--- src/rtl/way_allocator_pkg.sv ---
// way_allocator_pkg: shared types and helpers for the per-set way allocator.
//   state_t : IDLE / LOOKUP / COMMIT encoding of the allocation FSM.
//   log2    : ceiling log2, used to size the round-robin victim pointer.
package way_allocator_pkg;

  typedef enum logic [1:0] {
    IDLE   = 2'd0,
    LOOKUP = 2'd1,
    COMMIT = 2'd2
  } state_t;

  // Ceiling log2 usable in constant expressions.
  function automatic int unsigned log2(input int unsigned n);
    int unsigned r;
    r = 0;
    for (int unsigned i = 0; i < 32; i++) begin
      if ((32'd1 << i) < n) r = i + 1;
    end
    return r;
  endfunction

endpackage

--- src/rtl/way_allocator_select.sv ---
// empty_way_select: combinational lowest-free-way finder.
//   way_valid      in  NUM_WAYS  ways currently in use
//   next_empty_way out NUM_WAYS  one-hot lowest clear bit of way_valid (0 if none)
//   valid          out 1         at least one way is free
module empty_way_select #(
  parameter int unsigned NUM_WAYS = 8
) (
  input  logic [NUM_WAYS-1:0] way_valid,
  output logic [NUM_WAYS-1:0] next_empty_way,
  output logic                valid
);

  logic [NUM_WAYS-1:0] free;

  // Isolate lowest set bit of the free mask: x & -x.
  always_comb begin
    free           = ~way_valid;
    next_empty_way = free & (~free + NUM_WAYS'(1));
    valid          = |free;
  end

endmodule

--- src/rtl/way_allocator.sv ---
// way_allocator: per-set way allocation controller.
// Keeps a valid vector and a round-robin victim pointer per set; on a request
// it picks the lowest free way of the set, or the round-robin victim when the
// set is full, and commits the choice back into the set state.
//   clock, reset      clock and asynchronous active-high reset
//   alloc_req/index   allocation request for one set (hold until alloc_ready)
//   alloc_ready       FSM is idle and can accept a request
//   alloc_done        one-cycle pulse when the allocation is committed
//   alloc_way         one-hot allocated way, held until the next alloc_done
//   alloc_evict       allocated way was already valid (victim chosen)
//   inv_req/index/way invalidate: clear inv_way bits of the indexed set
module way_allocator
  import way_allocator_pkg::*;
#(
  parameter int unsigned NUM_WAYS   = 8,
  parameter int unsigned INDEX_BITS = 4
) (
  input  logic                  clock,
  input  logic                  reset,
  input  logic                  alloc_req,
  input  logic [INDEX_BITS-1:0] alloc_index,
  output logic                  alloc_ready,
  output logic                  alloc_done,
  output logic [NUM_WAYS-1:0]   alloc_way,
  output logic                  alloc_evict,
  input  logic                  inv_req,
  input  logic [INDEX_BITS-1:0] inv_index,
  input  logic [NUM_WAYS-1:0]   inv_way
);

  localparam int unsigned NUM_SETS = 1 << INDEX_BITS;
  localparam int unsigned PTR_W    = log2(NUM_WAYS);

  state_t                  state_q, state_d;
  logic [INDEX_BITS-1:0]   idx_q;
  logic [NUM_WAYS-1:0]     snap_q;
  logic [NUM_WAYS-1:0]     valid_q [NUM_SETS];
  logic [NUM_WAYS-1:0]     valid_d [NUM_SETS];
  logic [PTR_W-1:0]        rr_q    [NUM_SETS];
  logic [PTR_W-1:0]        rr_d    [NUM_SETS];

  logic [NUM_WAYS-1:0]     sel_way;
  logic                    sel_valid;
  logic                    accept;
  logic                    commit;
  logic [NUM_WAYS-1:0]     result;
  logic                    evict;
  logic                    inv_hit_idx;

  empty_way_select #(
    .NUM_WAYS (NUM_WAYS)
  ) u_select (
    .way_valid      (snap_q),
    .next_empty_way (sel_way),
    .valid          (sel_valid)
  );

  // FSM state register.
  always_ff @(posedge clock or posedge reset) begin
    if (reset) state_q <= IDLE;
    else       state_q <= state_d;
  end

  // Next state and commit decision.
  always_comb begin
    state_d = state_q;
    accept  = 1'b0;
    commit  = 1'b0;
    evict   = ~sel_valid;
    result  = sel_valid ? sel_way : (NUM_WAYS'(1) << rr_q[idx_q]);
    case (state_q)
      IDLE: begin
        if (alloc_req) begin
          accept  = 1'b1;
          state_d = LOOKUP;
        end
      end
      LOOKUP: state_d = COMMIT;
      COMMIT: begin
        commit  = 1'b1;
        state_d = IDLE;
      end
      default: state_d = IDLE;
    endcase
  end

  // Request index latch and set snapshot (with same-cycle invalidate folded in).
  always_comb inv_hit_idx = inv_req && (inv_index == idx_q);

  always_ff @(posedge clock or posedge reset) begin
    if (reset) begin
      idx_q  <= '0;
      snap_q <= '0;
    end else begin
      if (accept) idx_q <= alloc_index;
      if (state_q == LOOKUP)
        snap_q <= valid_q[idx_q] & ~(inv_hit_idx ? inv_way : NUM_WAYS'(0));
    end
  end

  // Per-set next state: invalidate first, then the committed way is set.
  always_comb begin
    for (int s = 0; s < NUM_SETS; s++) begin
      valid_d[s] = valid_q[s];
      rr_d[s]    = rr_q[s];
      if (inv_req && (inv_index == INDEX_BITS'(s)))
        valid_d[s] = valid_d[s] & ~inv_way;
      if (commit && (idx_q == INDEX_BITS'(s))) begin
        valid_d[s] = valid_d[s] | result;
        if (evict) rr_d[s] = rr_q[s] + PTR_W'(1);
      end
    end
  end

  always_ff @(posedge clock or posedge reset) begin
    if (reset) begin
      for (int s = 0; s < NUM_SETS; s++) begin
        valid_q[s] <= '0;
        rr_q[s]    <= '0;
      end
    end else begin
      for (int s = 0; s < NUM_SETS; s++) begin
        valid_q[s] <= valid_d[s];
        rr_q[s]    <= rr_d[s];
      end
    end
  end

  // Registered handshake and result outputs.
  always_ff @(posedge clock or posedge reset) begin
    if (reset) begin
      alloc_ready <= 1'b0;
      alloc_done  <= 1'b0;
      alloc_way   <= '0;
      alloc_evict <= 1'b0;
    end else begin
      alloc_ready <= (state_d == IDLE);
      alloc_done  <= commit;
      if (commit) begin
        alloc_way   <= result;
        alloc_evict <= evict;
      end
    end
  end

endmodule

--- config.mk ---
export PLATFORM = sky130hd
export DESIGN_NAME = way_allocator
export DESIGN_NICKNAME = d
export VERILOG_FILES = /design/src/rtl/way_allocator_pkg.sv /design/src/rtl/way_allocator_select.sv /design/src/rtl/way_allocator.sv
export SDC_FILE = /design/constraint.sdc
export NUM_CORES = 1
export LEC_CHECK = 0
export BUFFER_PORTS_ARGS = -buffer_cell sky130_fd_sc_hd__buf_2
export CAP_MARGIN = 20
export CORE_MARGIN = 5
export CORE_UTILIZATION = 40
export CTS_BUF_LIST = sky130_fd_sc_hd__clkbuf_16
export CTS_CLUSTER_SIZE = 10
export DETAILED_ROUTE_END_ITERATION = 10
export SETUP_SLACK_MARGIN = 0.2
export SLEW_MARGIN = 15
export SYNTH_ARGS = -nofsm -noshare
export SYNTH_HDL_FRONTEND = slang
export SYNTH_SLANG_ARGS = --single-unit
--- constraint.sdc ---
create_clock -name clock -period 15.9 [get_ports clock]
set_clock_uncertainty 0.1 [all_clocks]
set_input_delay 1.59 -clock clock [delete_from_list [all_inputs] [get_ports clock]]
set_output_delay 1.59 -clock clock [all_outputs]
set_load 0.005 [all_outputs]
# ---- Word-level counts from Yosys, hierarchy flattened
# Index checks and enable logic that the tools add are counted.
dict set report classes {
  addsub 17
  magnitude_cmp 1
  n_eq_ne 33
  shifts 1
  muxes 45
  n_bitwise 40
  n_reduce_logical 54
}
# cell n
set ops {}
lappend ops {{$mux W8} 36}
lappend ops {{$and A8 B8 Y8} 18}
lappend ops {{$or A8 B8 Y8} 16}
lappend ops {{$eq A4 B4 Y1 const B} 16}
lappend ops {{$add A3 B1 Y3 const B} 16}
lappend ops {{$logic_and A1 B1 Y1} 33}
lappend ops {{$bmux W8 S4} 1}
lappend ops {{$eq A4 B3 Y1 const B} 8}
lappend ops {{$not A8 Y8} 4}
lappend ops {{$reduce_and A2 Y1} 16}
lappend ops {{$eq A4 B2 Y1 const B} 4}
lappend ops {{$bmux W3 S4} 1}
lappend ops {{$add A8 B1 Y8 const B} 1}
lappend ops {{$eq A4 B1 Y1 const B} 2}
lappend ops {{$logic_not A4 Y1} 2}
lappend ops {{$reduce_or A8 Y1} 1}
lappend ops {{$shl A1 B3 Y8 const A} 1}
lappend ops {{$mux W3} 2}
lappend ops {{$ge A5 B5 Y1 const B} 1}
lappend ops {{$not A4 Y5} 1}
lappend ops {{$eq A4 B4 Y1} 1}
lappend ops {{$logic_not A2 Y1} 2}
lappend ops {{$pmux W2 S2} 1}
lappend ops {{$mux W1} 3}
lappend ops {{4 further kinds} 4}
dict set report word_totals {
  regBits 201
  in_bits 20
  out_inout_bits 11
}

# ---- Longest topological paths before layout
dict set report logic_depth {
  depth_word 8
  mapped_depth 8
  depth_no_buf 5
}

# ---- Modules after synthesis
# A second synthesis with hierarchy kept.
dict set report unflattened {
  cells_unflattened 1017
  hier_area_um2 11197.0
}
# module n_inst cells_each area_per_inst_um2 seq_area_each_um2
set by_module_without_submodules {}
lappend by_module_without_submodules {way_allocator 1 1004 11123.2 5029.8}
lappend by_module_without_submodules {empty_way_select 1 13 73.8 0.0}

# ---- Worst setup path before layout
# Ideal clock, no wire load.
dict set report synth_timing {
  kind {input to register}
  start {input inv_index[1]}
  end {register snap_q[0]}
  setup_ns 0.121
  t_arrival_ns 2.983
  path_slack_ns 12.696
  stages 6
  n_path_buf 1
  cell_sequence {clkbuf_1 -> xnor2_1 -> nand2_1 -> nor4_1 -> a21oi_1 -> a22o_1}
}
dict set report synth_via {
  elab_chain_len 5
}
# item line_no
set synth_lines {}
lappend synth_lines {{start: declaration} way_allocator.sv:27} ;# input logic [INDEX_BITS-1:0] inv_index,
lappend synth_lines {{$eq A4 B4 Y1} way_allocator.sv:88} ;# always_comb inv_hit_idx = inv_req && (inv_index == idx_q);
lappend synth_lines {{$logic_and A1 B1 Y1} way_allocator.sv:88}
lappend synth_lines {{$mux W8} way_allocator.sv:97} ;# snap_q <= valid_q[idx_q] & ~(inv_hit_idx ? inv_way : NUM_WAYS'(0));
lappend synth_lines {{$not A8 Y8} way_allocator.sv:97}
lappend synth_lines {{$and A8 B8 Y8} way_allocator.sv:97}
lappend synth_lines {{end signal: assignment} way_allocator.sv:97}
lappend synth_lines {{end: declaration} way_allocator.sv:36} ;# logic [NUM_WAYS-1:0] snap_q;
# No other way between the ends.
# A chain may end at the register's enable or synchronous reset.

==> impl_results.md <==
* Status: finished clean
* DRC viols at 0
* Multi-input gate area at 0.004592 mm^2
* Measured slew at the worst slew-check pin at 1021 ps
* Worst EP required at 16150 ps
* TritonCTS Buffers at 25
* Syn Area/Cell at 10.77 um^2
* Routability cong. at 0.8230
* CTS Hold Bufs at 0
* Max Buffers Root-to-Sink at 3
* Unrepaired setup endpoints after global routing: false
* Worst-path clk slew at 50 ps
* Cell taking the most area after synthesis: dfrtp_1
* Crit Path Max Fanout at 37
* Async set or reset register ratio after synthesis at 1.000
* Final non-filler cell area at 0.01104 mm^2
* GRT overflow at 0
* PortBufs at 30
* Vias at 7042
* Post-CTS Setup Inserts at 0
* Final setup viols at 0
* Top-count cell post-synth: nand2_1
* Number of global-route vias before repair at 7046
* Syn-to-layout area delta at 11.06%
* Initial DRC count at 677
* Synth top area cells: dfrtp_1, nand2_1, mux4_2, o21ai_0, o21ai_1
* Fmax at 270.0 MHz
* Max Slew Vio Count at 0
* Horiz. Die Dim at 167.7 um
* Max Cap Violations at 0
* Worst EP arrival at 3960 ps
* Yosys cell types at 47
* H-tree level count at 1
* Crit Path Category: reg -> reg
* Register area share after synthesis at 0.5059
* Crit. End Element: register
* Top Ports at 31
* Core box area at 0.02439 mm^2
* Die area at 0.02811 mm^2
* FILL cells at 2273
* Final Cycle Share at 0.2330
* Syn Nets at 959
* TNS Setup at 0 ps
* Number of flops mapped to enable cells by yosys at 0
* Total Wirelength at 26.75 mm
* Synth cell count leaders: nand2_1, dfrtp_1, o21ai_0
* Ratio of cells with drive above 1 in the final layout at 0.1849
* Placement Setup Slack at 11910 ps
* Worst Slack Setup Final at 12200 ps
* Seq. cell area at 0.005032 mm^2
* Root Buffer: clkbuf_16
* Synth warn at 0
* Max VDD drop at 81.69 uV
* CP startpoint kind: register
* Post-cts sizing count at 0
* Leakage Power at 0.004884 uW
* Dpl cell area at 0.01032 mm^2
* Fin crit period at 3704 ps
* Final ANT Viol Nets at 0
* Chip Height at 167.7 um
* #FFs+latches synth at 201
* Hold Crit Class: reg -> reg
* Initial core utilization at 0.4076
* Site row count at 57
* Drt pass-1 iters at 5
* First-pass GRT wire length at 42.65 mm
* CTS tree: yes
* Clock Latency Late Sink at 520 ps
* Fin nets at 980
* Cells after Synth at 923
* Hold Fails Final Rpt at 0
* Initial antenna violation count at 0
* Max_slew headroom at 0.3195
* Largest net degree at the start of global routing at 141
* Hpwl dp at 17.35 mm
* Sink Count at 201
* Mapped cell area at 0.009942 mm^2
* FF-to-FF setup slack at 12200 ps
* Wire per inst at 20.96 um
* Overall routing resource usage at 0.1921
* Share of the synthesized area in the top cell type at 0.5059
* Pwr dens at 143.4 mW/mm^2
* Vias per cell at 5.519
* Most frequently used flop master after synthesis: dfrtp_1
* # diodes at 0
## worst paths after layout
path / start / cells after the start / endpoint
setup / recovery: idx_q[0] / 6 / valid_q[126]
hold / removal: rr_q[35] / 1 / rr_q[35]
setup reg to reg: idx_q[0] / 6 / valid_q[126]
hold reg to reg: rr_q[35] / 1 / rr_q[35]
max in group asynchronous: reset / 3 / idx_q[0]
min in group asynchronous: reset / 2 / rr_q[25]
## routing by layer
layer / share of wire / global-route usage / wire length [um]
met1: 0.46 / 0.2799 / 12220
met2: 0.46 / 0.2978 / 12410
met4: 0.020 / 0.04446 / 538
met5: 0 / 0 / 0
met3: 0.059 / 0.04008 / 1570
## kinds of logic after synthesis
kind of cell,synth area share
AND/OR/NAND/NOR,0.1483
XOR/XNOR,0.03171
multiplexers,0.1537
AO/OA/AOI/OAI,0.1070
flip-flops,0.5059
buffers and inverters,0.03335
adder cells (fa/ha/maj),0.02014
## report_power, final
| group | switching, uW | internal [uW] | leakage [uW] |
|---|---|---|---|
| combinational | 198 | 178 | 0.00204 |
| sequential | 78.8 | 623 | 0.00249 |
| clock | 210 | 295 | 0.000355 |
| total | 486 | 1100 | 0.00488 |
## placed cells by master (no fill, tap or decap), types with 19 or more instances in the layout
master     netlist  layout
clkbuf_16        0      25
dfrtp_1        201     199
nor2_1          31      31
o21ai_0         85      85
nand2_1        265     265
o21ai_1         52      52
buf_2            6      30
mux2_2          23      23
xor2_1          19      19
mux4_2          44      44
## metrics by stage
step | instances | util | total power [uW] | hold slack [ps]
after CTS | 1273 | 0.4516 | 1588 | 366.6
final | 1276 | 0.4527 | 1583 | 365.1
after detailed placement | 1238 | 0.4231 | 1082 | 358.1
after global placement | 1238 | 0.4226 | 1072 | 355.3
after global routing | 1276 | 0.4527 | 1663 | 390.6
after floorplan | 923 | - | 980.6 | 336.8
## worst max-delay path, stage by stage, from the launching register on
cell and delay (ps):
dfrtp_2 620, buf_4 630, mux4_1 660, mux2_2 360, and3_4 200, a221oi_4 730, o21ai_0 230
## cell type report
type / instances / area share
inverter: 15 / 0.005779
clock buffer: 25 / 0.05666
tap: 324 / 0.03671
clock inverter: 10 / 0.006459
sequential: 201 / 0.4558
multi-input combinational: 658 / 0.4159
timing repair buffer: 43 / 0.02278
## flip-flops by register name (all words and copies together), names as in the netlist
signal and count:
valid_q 128, state_q 2, alloc_way 8, idx_q 4, snap_q 8, rr_q 48
alloc_done 1, alloc_evict 1, alloc_ready 1
No activity file was read; power rests on OpenSTA's default activity.
